==> src/rtl/vga_timing_gen.sv <==
// rtl/vga_timing_gen.sv - parametrised raster timing generator with enable, pixel divider and registered outputs
module vga_timing_gen #(
    parameter int H_RES   = 640,
    parameter int H_FP    = 16,
    parameter int H_SYNC  = 96,
    parameter int H_BP    = 48,
    parameter int V_RES   = 480,
    parameter int V_FP    = 10,
    parameter int V_SYNC  = 2,
    parameter int V_BP    = 33,
    parameter bit H_POL   = 1'b0,
    parameter bit V_POL   = 1'b0,
    parameter int CLK_DIV = 1,
    parameter int CNT_W   = 11
) (
    input  logic             clk,
    input  logic             rst_n,
    input  logic             en,
    output logic [CNT_W-1:0] hpos,
    output logic [CNT_W-1:0] vpos,
    output logic             hsync,
    output logic             vsync,
    output logic             display_on,
    output logic             line_start,
    output logic             frame_start,
    output logic             pix_tick
);

    localparam int H_TOTAL = H_RES + H_FP + H_SYNC + H_BP;
    localparam int V_TOTAL = V_RES + V_FP + V_SYNC + V_BP;
    localparam int DIV_W   = (CLK_DIV > 1) ? $clog2(CLK_DIV) : 1;

    localparam logic [CNT_W-1:0] H_LAST   = CNT_W'(H_TOTAL - 1);
    localparam logic [CNT_W-1:0] V_LAST   = CNT_W'(V_TOTAL - 1);
    localparam logic [CNT_W-1:0] H_ACT    = CNT_W'(H_RES);
    localparam logic [CNT_W-1:0] V_ACT    = CNT_W'(V_RES);
    localparam logic [CNT_W-1:0] HS_START = CNT_W'(H_RES + H_FP);
    localparam logic [CNT_W-1:0] HS_END   = CNT_W'(H_RES + H_FP + H_SYNC);
    localparam logic [CNT_W-1:0] VS_START = CNT_W'(V_RES + V_FP);
    localparam logic [CNT_W-1:0] VS_END   = CNT_W'(V_RES + V_FP + V_SYNC);
    localparam logic [DIV_W-1:0] DIV_LAST = DIV_W'(CLK_DIV - 1);

    logic [DIV_W-1:0] div;
    logic             advance;
    logic [CNT_W-1:0] h_next;
    logic [CNT_W-1:0] v_next;
    logic             hs_act_next;
    logic             vs_act_next;

    // Outputs are decoded from the position being entered so every output is aligned.
    always_comb begin
        advance = en && (div == DIV_LAST);
        h_next  = hpos + CNT_W'(1);
        v_next  = vpos;
        if (hpos == H_LAST) begin
            h_next = '0;
            v_next = (vpos == V_LAST) ? '0 : vpos + CNT_W'(1);
        end
        hs_act_next = (h_next >= HS_START) && (h_next < HS_END);
        vs_act_next = (v_next >= VS_START) && (v_next < VS_END);
    end

    always_ff @(posedge clk or negedge rst_n) begin
        if (!rst_n) begin
            div <= '0;
        end else if (!en || advance) begin
            div <= '0;
        end else begin
            div <= div + DIV_W'(1);
        end
    end

    always_ff @(posedge clk or negedge rst_n) begin
        if (!rst_n) begin
            hpos        <= H_LAST;
            vpos        <= V_LAST;
            hsync       <= ~H_POL;
            vsync       <= ~V_POL;
            display_on  <= 1'b0;
            line_start  <= 1'b0;
            frame_start <= 1'b0;
            pix_tick    <= 1'b0;
        end else begin
            pix_tick <= advance;
            if (advance) begin
                hpos        <= h_next;
                vpos        <= v_next;
                hsync       <= hs_act_next ? H_POL : ~H_POL;
                vsync       <= vs_act_next ? V_POL : ~V_POL;
                display_on  <= (h_next < H_ACT) && (v_next < V_ACT);
                line_start  <= (h_next == '0);
                frame_start <= (h_next == '0) && (v_next == '0);
            end
        end
    end

endmodule

==> config.mk <==
export PLATFORM = sky130hd
export DESIGN_NAME = vga_timing_gen
export DESIGN_NICKNAME = d
export VERILOG_FILES = /design/src/rtl/vga_timing_gen.sv
export SDC_FILE = /design/constraint.sdc
export NUM_CORES = 1
export LEC_CHECK = 0
export ABC_AREA = 1
export BUFFER_PORTS_ARGS = -buffer_cell sky130_fd_sc_hd__buf_4
export CORE_MARGIN = 3
export CORE_UTILIZATION = 56
export DETAILED_ROUTE_END_ITERATION = 8
export PLACE_DENSITY = 0.78
export SLEW_MARGIN = 10
export SYNTH_ARGS = -nofsm -noshare
export SYNTH_HDL_FRONTEND = slang
export SYNTH_SLANG_ARGS = --single-unit
==> constraint.sdc <==
create_clock -name clk -period 2.2 [get_ports clk]
set_clock_uncertainty 0.2 [all_clocks]
set_input_delay 0.11 -clock clk [delete_from_list [all_inputs] [get_ports clk]]
set_output_delay 0.11 -clock clk [all_outputs]
set_load 0.01 [all_outputs]
==> impl_results.md, run 1 <==
* Status: finished, final reports clean
* Routability congestion estimate at 0.9123
* Synth Flop Type: dfrtp_1
* Core Footprint at 3203 um^2
* # port buffers at 30
* Area grow syn2layout at 24.81%
* Worst path cell trace: ha_4 > nand4_4 > nor2_4 > buf_4 > nand3_1 > nand2_2 > nand4_1 > nor2_1 > nand3_1 > nand2_1
* Most frequent cells in the layout: nand2_1, buf_4, inv_1
* Warnings from Yosys at 0
* Post-Syn Instances at 280
* Final Hold Viols at 0
* CP startpoint kind: flop
* Critical Path RT at 2.27 ns
* Crit-path max FO at 6
* Synth cell types at 36
* Setup TNS at 0 ns
* Reg2Reg Setup Slack at 0.13 ns
* Clock tree root buffer cell: clkbuf_4
* First-pass GRT wire length at 8148 um
* TritonCTS buffer count at 5
* Peak VDD IR at 0.0005045 V
* Number of global-route vias before repair at 1709
* Core Rows at 20
* Lkg Pwr at 1.185 nW
* Total track usage at 0.2457
* Area of the die at 4269 um^2
* Grt total ovfl at 0
* Max Cap Violations at 0
* CTS sink count at 29
* Vias per inst at 5.364
* Number of antenna violations at the first check in global routing at 0
* Post-layout nets at 332
* Hold Slack at 0.008588 ns
* Initial Util at 0.6156
* Reg area at 740.7 um^2
* Detailed Route WL at 4845 um
* Async S/R FF share, synth at 1.000
* Die Wd at 65.34 um
* Crit-path max cell delay at 0.56 ns
* Max clock buf depth at 2
* # DRC at 0
* First-pass DRT Iterations at 8
* Multi-input logic area at 1135 um^2
* Crit Path Category: flop to flop
* Dpl hpwl at 3592 um
* # setup viols final at 0
* Syn_area_per_cell at 7.042 um^2
* Endpoint class of the critical path: flop
* Seq/Total Area, Yosys at 0.3756
* Commonest non-fill, non-tap cell in the layout: nand2_1
* Number of synthesized flops with an enable pin at 0
* RSZ-0062 raised after global routing: no
* Final min period at 2.070 ns
* H-tree Lvls at 2
* Worst min-delay path class: input pin to flop
* Routed len/inst at 13.06 um
* # diodes at 0
* Hold Crit Start: en
* Fmax at 483.2 MHz
* Finished Layout Cells at 371
* Tcrit/Tclk final at 0.9407
* Slowest cell on crit path: dfstp_2
* Filler cells at 263
* Post-synthesis register bit count at 29
* Synth Cell Area at 1972 um^2
* DR vias at 1990
* CTS tree: done
* I/O pin count at 31
* Chip Height at 65.34 um
* Buffers & Inverters on Critical Path at 1
* Clk_lat worst skew at 0.32 ns
* Pin count of the biggest net entering global routing at 30
* R2R cell count at 10
* Final Max Slew Viols at 0
* P per Cell Area at 875.1 nW/um^2
* Antenna-violating nets left at 0
* Net Count, Synth at 286
* 1st-iter DRT viols at 154
* Layout cells sized above 1 at 0.2966
* R2R Path Start: hpos[0]
* Crit-path most repeated cell: nand3_1
* CTS clk-pin slew, worst paths at 0.09 ns
* Worst EP arrival at 2.14 ns
* Placed Cells incl. Taps at 360
* R2R Path End: frame_start
* Hold Crit Endpoint: pix_tick
* Hold Crit Depth at 4
* Crit-path leading delay family: simple AND/OR/NAND/NOR gates
[routing by layer]
layer / vias up / part of all wire / track usage
li1: 998 / - / -
met2: 75 / 0.43 / 0.3552
met5: - / 0 / 0
met3: 5 / 0.075 / 0.04786
met4: 0 / 0.0078 / 0.06218
met1: 912 / 0.48 / 0.3735
[Yosys cell counts (2+ instances only)]
library cell  instances  area [um^2]
a31oi_1               2        12.51
nor2_1               27        101.4
ha_1                  3        37.54
inv_1                26        97.59
a21oi_1               3        15.01
dfstp_2              12        315.3
o21a_1                2        15.01
nand3_2               3        30.03
nor2_2                3        18.77
nand2_2               9        56.30
nor3_1                5        25.02
nand4_1               5        31.28
inv_2                 3        11.26
nand3_1              25        125.1
dfrtp_1              17        425.4
nand3b_1              2        15.01
nor2_4                2        22.52
o21ai_0              22        110.1
nand2_1              87        326.6
clkbuf_1              4        15.01
o21ai_1               3        15.01
[worst min-delay path: stages]
cell    delay, ns
buf_4        0.10
inv_1        0.04
nor2_1       0.04
buf_4        0.18
[layout make-up]
type | count | area share
Clock inverter | 1 | 0.01220
Clock buffer | 7 | 0.02237
Sequential cell | 29 | 0.3010
Inverter | 30 | 0.04575
Tap cell | 44 | 0.02237
Multi-Input combinational cell | 216 | 0.4611
Timing Repair Buffer | 44 | 0.1352
[stage by stage]
step	cell area [um^2]	util	worst slack, ns	power, mW
final	2461	0.7684	0.1305	2.154
after global routing	2461	0.7684	0.01473	2.317
after CTS	2404	0.7504	0.02327	2.135
after detailed placement	2308	0.7207	0.05411	1.674
after global placement	2308	0.7207	0.05609	1.667
after floorplan	1972	-	0.1936	1.319
[sequential cells by signal, indices dropped and copies added (netlist names)]
| signal | count |
|---|---|
| div | 1 |
| vpos | 11 |
| line_start | 1 |
| vsync | 1 |
| frame_start | 1 |
| hpos | 11 |
| hsync | 1 |
| display_on | 1 |
| pix_tick | 1 |
[cells by family (layout without fill, tap and decap cells)]
group / count (synthesis) / count (layout) / synth area share
adders and majority gates: 3 / 3 / 0.01904
xor gates and xnor gates: 1 / 1 / 0.004442
and+or+nand+nor: 175 / 175 / 0.4270
other: 1 / 1 / 0.001902
buffers and inverters: 35 / 82 / 0.07042
AOI/OAI and AO/OA: 36 / 36 / 0.1015
DFF: 29 / 29 / 0.3756
[timing repair]
action / in CTS / in global routing
hold buffers: 1 / 0
buffers inserted: 0 / 2
resized for setup: 0 / 11
hold endpoints to repair: 29 / 0
endpoints found under the setup margin: 0 / 4
[power by group]
part           internal [mW]  switching (mW)
combinational          0.354           0.498
clock                  0.271           0.183
sequential             0.681           0.166
[worst max-delay path by stage]
stage | start | slack (ns) | to | cells after the start
floorplan | hpos[0] | 0.19 | display_on | 11
global placement | hpos[0] | 0.06 | frame_start | 10
detailed placement | hpos[0] | 0.05 | frame_start | 10
CTS | hpos[0] | 0.02 | frame_start | 10
global route | hpos[9] | 0.01 | frame_start | 13
finish | hpos[0] | 0.13 | frame_start | 10
Power figures use the tool's default switching activity.
==> inputs of run 2 (changes only) <==
--- a/config.mk
+++ b/config.mk
@@ -11,6 +11,7 @@
 export CORE_UTILIZATION = 56
 export DETAILED_ROUTE_END_ITERATION = 8
 export PLACE_DENSITY = 0.78
+export REMOVE_ABC_BUFFERS = 1
 export SLEW_MARGIN = 10
 export SYNTH_ARGS = -nofsm -noshare
 export SYNTH_HDL_FRONTEND = slang
==> impl_results.md, run 2 (synthesis results as in run 1) <==
* Place WS at -0.001542 ns (was 0.05411 ns)
* Peak VDD IR at 0.0006084 V (was 0.0005045 V)
* Hold Slack at 0.01684 ns (was 0.008588 ns)
* Fmax at 478.9 MHz (was 483.2 MHz)
* Number of antenna violations at the first check in global routing at 0 (unchanged)
* Biggest regs: hpos: 11 flops, vpos: 11 flops (unchanged)
* Clock share of power at 0.155 (was 0.211)
* Grt total ovfl at 0 (unchanged)
* # setup viols final at 0 (unchanged)
* First-pass DRT Iterations at 6 (was 8)
* Vias per inst at 5.501 (was 5.364)
* Pin count of the biggest net entering global routing at 30 (unchanged)
* Combinational share of power at 0.428 (was 0.396)
* # port buffers at 30 (unchanged)
* Initial Util at 0.6156 (unchanged)
* Routed len/inst at 14.23 um (was 13.06 um)
* Status: finished, final reports clean (unchanged)
* Worst min-delay path class: input pin to flop (unchanged)
* Endpoint class of the critical path: flop (unchanged)
* CTS sink count at 29 (unchanged)
* CTS tree: done (unchanged)
* Setup WS post-layout at 0.1117 ns (was 0.1305 ns)
* Commonest non-fill, non-tap cell in the layout: nand2_1 (unchanged)
* Sw frac at 0.4290 (was 0.3934)
* Chip Height at 65.34 um (unchanged)
* Total track usage at 0.2665 (was 0.2457)
* Detailed Route WL at 5308 um (was 4845 um)
* Clock tree root buffer cell: clkbuf_4 (unchanged)
* Crit-path max FO at 7 (was 6)
* Core Rows at 20 (unchanged)
* Sw Pwr at 0.8794 mW (was 0.8472 mW)
* Routability congestion estimate at 0.9914 (was 0.9123)
* Core Footprint at 3203 um^2 (unchanged)
* CTS clk-pin slew, worst paths at 0.10 ns (was 0.09 ns)
* Internal Power at 1.170 mW (was 1.307 mW)
* Antenna-violating nets left at 0 (unchanged)
* Most frequent cells in the layout: nand2_1, buf_4, inv_1, nor2_1, nand3_1 (was nand2_1, buf_4, inv_1)
* Post-layout nets at 334 (was 332)
* RSZ-0062 raised after global routing: yes (was no)
* Final min period at 2.088 ns (was 2.070 ns)
* I/O pin count at 31 (unchanged)
* Dpl hpwl at 3856 um (was 3592 um)
* # diodes at 0 (unchanged)
* DR vias at 2052 (was 1990)
* Setup TNS at 0 ns (unchanged)
* Critical Path RT at 2.24 ns (was 2.27 ns)
* Clk_lat worst skew at 0.34 ns (was 0.32 ns)
* H-tree Lvls at 2 (unchanged)
* # DRC at 0 (unchanged)
* Final Hold Viols at 0 (unchanged)
* Tcrit/Tclk final at 0.9492 (was 0.9407)
* 1st-iter DRT viols at 174 (was 154)
* Max clock buf depth at 2 (unchanged)
* Final Max Slew Viols at 0 (unchanged)
* Max Cap Violations at 0 (unchanged)
* Final core occ at 0.7598 (was 0.7684)
* Area of the die at 4269 um^2 (unchanged)
* CP startpoint kind: flop (unchanged)
* First-pass GRT wire length at 8631 um (was 8148 um)
* Crit Path Category: flop to flop (unchanged)
* Die Wd at 65.34 um (unchanged)
* Worst EP arrival at 2.13 ns (was 2.14 ns)
* P per Cell Area at 842.3 nW/um^2 (was 875.1 nW/um^2)
* Lkg Pwr at 1.176 nW (was 1.185 nW)
* Register share of total power at 0.417 (was 0.393)
* Layout cells sized above 1 at 0.2888 (was 0.2966)
* TritonCTS buffer count at 5 (unchanged)
* Area grow syn2layout at 23.41% (was 24.81%)
* Number of global-route vias before repair at 1861 (was 1709)
==> run 2: worst paths after layout <==
check | start | end | slack [ns] | depth (start not counted)
setup reg to reg | hpos[3] | display_on | 0.11 | 9
min in group asynchronous | rst_n | vpos[4] | 0.03 | 2
max in group asynchronous | rst_n | vpos[9] | 1.44 | 2
hold / removal | en | pix_tick | 0.02 | 4
setup / recovery | hpos[3] | display_on | 0.11 | 9
hold reg to reg | frame_start | frame_start | 0.30 | 2
==> run 2: critical path, cell delays in order (launching register included) <==
cell,delay [ns]
dfstp_2,0.58
inv_1,0.14
nor3_1,0.29
nand3_1,0.12
nand2_1,0.07
nand3_1,0.12
a21oi_1,0.24
nand2_1,0.09
nand3_1,0.09
nand2_1,0.05
==> run 2: timing repair <==
item,in CTS,in global routing
pin swaps,1,3
hold buffers,1,0
buffers inserted,2,3
endpoints found under the setup margin,1,5
endpoints found under the hold margin,29,0
resized for setup,0,9
==> run 2: power by group through the flow <==
stage	combinational (mW)	sequential (mW)	clock (mW)
2_1_floorplan	0.424	0.893	0
3_3_place_gp	0.818	0.856	0
3_5_place_dp	0.831	0.860	0
4_1_cts	0.835	0.850	0.321
5_1_grt	0.976	0.877	0.346
6_report	0.877	0.855	0.317
==> run 2: per-layer routing <==
metal	share of wire	track usage	vias to the layer above
li1	-	-	1012
met1	0.46	0.3674	937
met2	0.44	0.4008	91
met3	0.087	0.05470	12
met4	0.017	0.1218	0
met5	0	0	-
==> run 2: stage by stage <==
stage          cells  power [mW]  instance area (um^2)
3_5_place_dp     359       1.691                  2301
2_1_floorplan    275       1.317                  1946
3_3_place_gp     359       1.674                  2301
6_report         373       2.050                  2434
4_1_cts          370       2.007                  2375
5_1_grt          373       2.199                  2434
==> run 2: final cells by class <==
class | instances | area, um^2
sequential | 29 | 740.7
clock buffer | 8 | 48.80
inverter | 30 | 112.6
multi-input combinational | 216 | 1125
timing repair buffer | 46 | 351.6
tap | 44 | 55.05
fill | 256 | 769.5
==> inputs of run 3 (changes only) <==
--- a/config.mk
+++ b/config.mk
@@ -10,6 +10,7 @@
 export CORE_MARGIN = 3
 export CORE_UTILIZATION = 56
 export DETAILED_ROUTE_END_ITERATION = 8
+export HOLD_SLACK_MARGIN = 0.05
 export PLACE_DENSITY = 0.78
 export REMOVE_ABC_BUFFERS = 1
 export SLEW_MARGIN = 10
==> impl_results.md, run 3 (synthesis results as in run 1) <==
* Internal Power at 1.173 mW (was 1.170 mW)
* Reg2Reg Setup Slack at 0.11 ns (about the same)
* Crit-path max cell delay at 0.58 ns (about the same)
* Endpoint class of the critical path: flop (unchanged)
* Chip Height at 65.34 um (unchanged)
* Area grow syn2layout at 24.43% (was 23.41%)
* Worst rel slew slack at 0.4346
* Grt total ovfl at 0 (unchanged)
* Multi-input logic area at 1125 um^2 (unchanged)
* Worst setup startpoint: hpos[3] (unchanged)
* Core Rows at 20 (unchanged)
* Worst path cell trace: inv_1 > nor3_1 > nand3_1 > nand2_1 > nand3_1 > a21oi_1 > nand2_1 > nand3_1 > nand2_1 (unchanged)
* DR vias at 2085 (was 2052)
* Slew @ Worst Pin at 0.8453 ns
* Fmax at 478.3 MHz (was 478.9 MHz)
* First-pass GRT wire length at 8783 um (was 8631 um)
* Lkg Pwr at 1.184 nW (was 1.176 nW)
* CTS tree: done (unchanged)
* Initial Util at 0.6156 (unchanged)
* Area of the die at 4269 um^2 (unchanged)
* Peak VDD IR at 0.0006069 V (was 0.0006084 V)
* # port buffers at 30 (unchanged)
* Core Footprint at 3203 um^2 (unchanged)
* Place WS at -0.001542 ns (unchanged)
* Final Hold Viols at 0 (unchanged)
* # diodes at 0 (unchanged)
* Slowest cell on crit path: dfstp_2 (unchanged)
* Sw frac at 0.4293 (was 0.4290)
* Pin count of the biggest net entering global routing at 27 (was 30)
* Max clock buf depth at 2 (unchanged)
* P per Cell Area at 837.5 nW/um^2 (was 842.3 nW/um^2)
* Dpl hpwl at 3856 um (unchanged)
* Overall power at 2.055 mW (was 2.050 mW)
* Antenna-violating nets left at 0 (unchanged)
* Most frequent cells in the layout: nand2_1, buf_4, inv_1, nor2_1, nand3_1 (unchanged)
* Commonest non-fill, non-tap cell in the layout: nand2_1 (unchanged)
* R2R Path Start: hpos[3] (unchanged)
* Final Max Slew Viols at 0 (unchanged)
* Status: finished, final reports clean (unchanged)
* Final min period at 2.091 ns (was 2.088 ns)
* Setup WS post-layout at 0.1091 ns (was 0.1117 ns)
* Worst min-delay path class: input pin to asynchronous set/reset pin (was input pin to flop)
* Clock tree root buffer cell: clkbuf_4 (unchanged)
* Setup TNS at 0 ns (unchanged)
* Filler cells at 254 (was 256)
* CP startpoint kind: flop (unchanged)
* I/O pin count at 31 (unchanged)
* Max Cap Violations at 0 (unchanged)
* Routed len/inst at 14.53 um (was 14.23 um)
* Worst EP arrival at 2.13 ns (about the same)
* Reg area at 740.7 um^2 (unchanged)
* First-pass DRT Iterations at 4 (was 6)
* Register share of total power at 0.417 (about the same)
* 1st-iter DRT viols at 220 (was 174)
* Number of global-route vias before repair at 1871 (was 1861)
* # setup viols final at 0 (unchanged)
* Critical Path RT at 2.24 ns (about the same)
* Placed Area at 2301 um^2 (unchanged)
* Post-layout nets at 336 (was 334)
* Sw Pwr at 0.8823 mW (was 0.8794 mW)
* Crit Path Category: flop to flop (unchanged)
* Routability congestion estimate at 0.9914 (unchanged)
* RSZ-0062 raised after global routing: yes (unchanged)
* TritonCTS buffer count at 5 (unchanged)
* Crit-path max FO at 7 (unchanged)
* Clock share of power at 0.154 (was 0.155)
* Detailed Route WL at 5450 um (was 5308 um)
* Layout cells sized above 1 at 0.2870 (was 0.2888)
* CTS clk-pin slew, worst paths at 0.10 ns (about the same)
* Biggest regs: hpos: 11 flops, vpos: 11 flops (unchanged)
* # DRC at 0 (unchanged)
* Clk_lat worst skew at 0.35 ns (was 0.34 ns)
* Die Wd at 65.34 um (unchanged)
* CTS sink count at 29 (unchanged)
* Tcrit/Tclk final at 0.9504 (was 0.9492)
* Vias per inst at 5.560 (was 5.501)
* Combinational share of power at 0.429 (was 0.428)
* H-tree Lvls at 2 (unchanged)
* Total track usage at 0.2716 (was 0.2665)
* Design Area, Final at 2454 um^2 (was 2434 um^2)
* Number of antenna violations at the first check in global routing at 0 (unchanged)
[run 3: changes by cell type in the layout (fill, tap and decap cells not counted), sizes merged]
cell / delta
dlygate4sd3: +2
[run 3: path summary, 6_finish.rpt]
check	endpoint	depth (start not counted)
worst max-delay path	display_on	9
worst min-delay path	vsync	2
max in group asynchronous	pix_tick	3
min in group clk	frame_start	2
worst max register to register	display_on	9
worst min register to register	frame_start	2
[run 3: per-stage QoR]
step                cells  utilization  hold WS, ns
finish                375       0.7660       0.1609
global route          375       0.7660       0.1756
CTS                   372       0.7477       0.1664
detailed placement    359       0.7184      -0.1436
global placement      359       0.7184      -0.1455
floorplan             275            -      -0.3856
[run 3: timing repair]
action / CTS / global route
endpoints found under the hold margin: 30 / 0
pin swaps: 1 / 3
gates cloned: 0 / 0
hold buffers: 3 / 0
endpoints found under the setup margin: 1 / 5
resized for setup: 0 / 9
buffers inserted: 2 / 3
[run 3: layer usage]
metal	global-route usage	vias up	part of all wire
li1	-	1013	-
met1	0.3707	949	0.43
met2	0.4147	107	0.45
met3	0.05470	16	0.095
met4	0.1218	0	0.022
met5	0	-	0
[run 3: power groups by stage]
stage	sequential [mW]	combinational [mW]	clock (mW)
after floorplan	0.893	0.424	0
after global placement	0.856	0.818	0
after detailed placement	0.860	0.831	0
after CTS	0.850	0.839	0.321
after global routing	0.877	0.978	0.346
final	0.856	0.881	0.317
[run 3: layout make-up]
cell class	count	area share
clock buffer	8	0.01989
inverter	30	0.04590
multi-input combinational	216	0.4584
sequential	29	0.3019
tap	44	0.02244
timing repair buffer	48	0.1515
[run 3: worst max-delay path, delay by kind of cell (launching register included)]
kind            cells  cell delay (ns)
simple gates        7             0.83
flops               1             0.58
compound gates      1             0.25
buf+inv             1             0.14
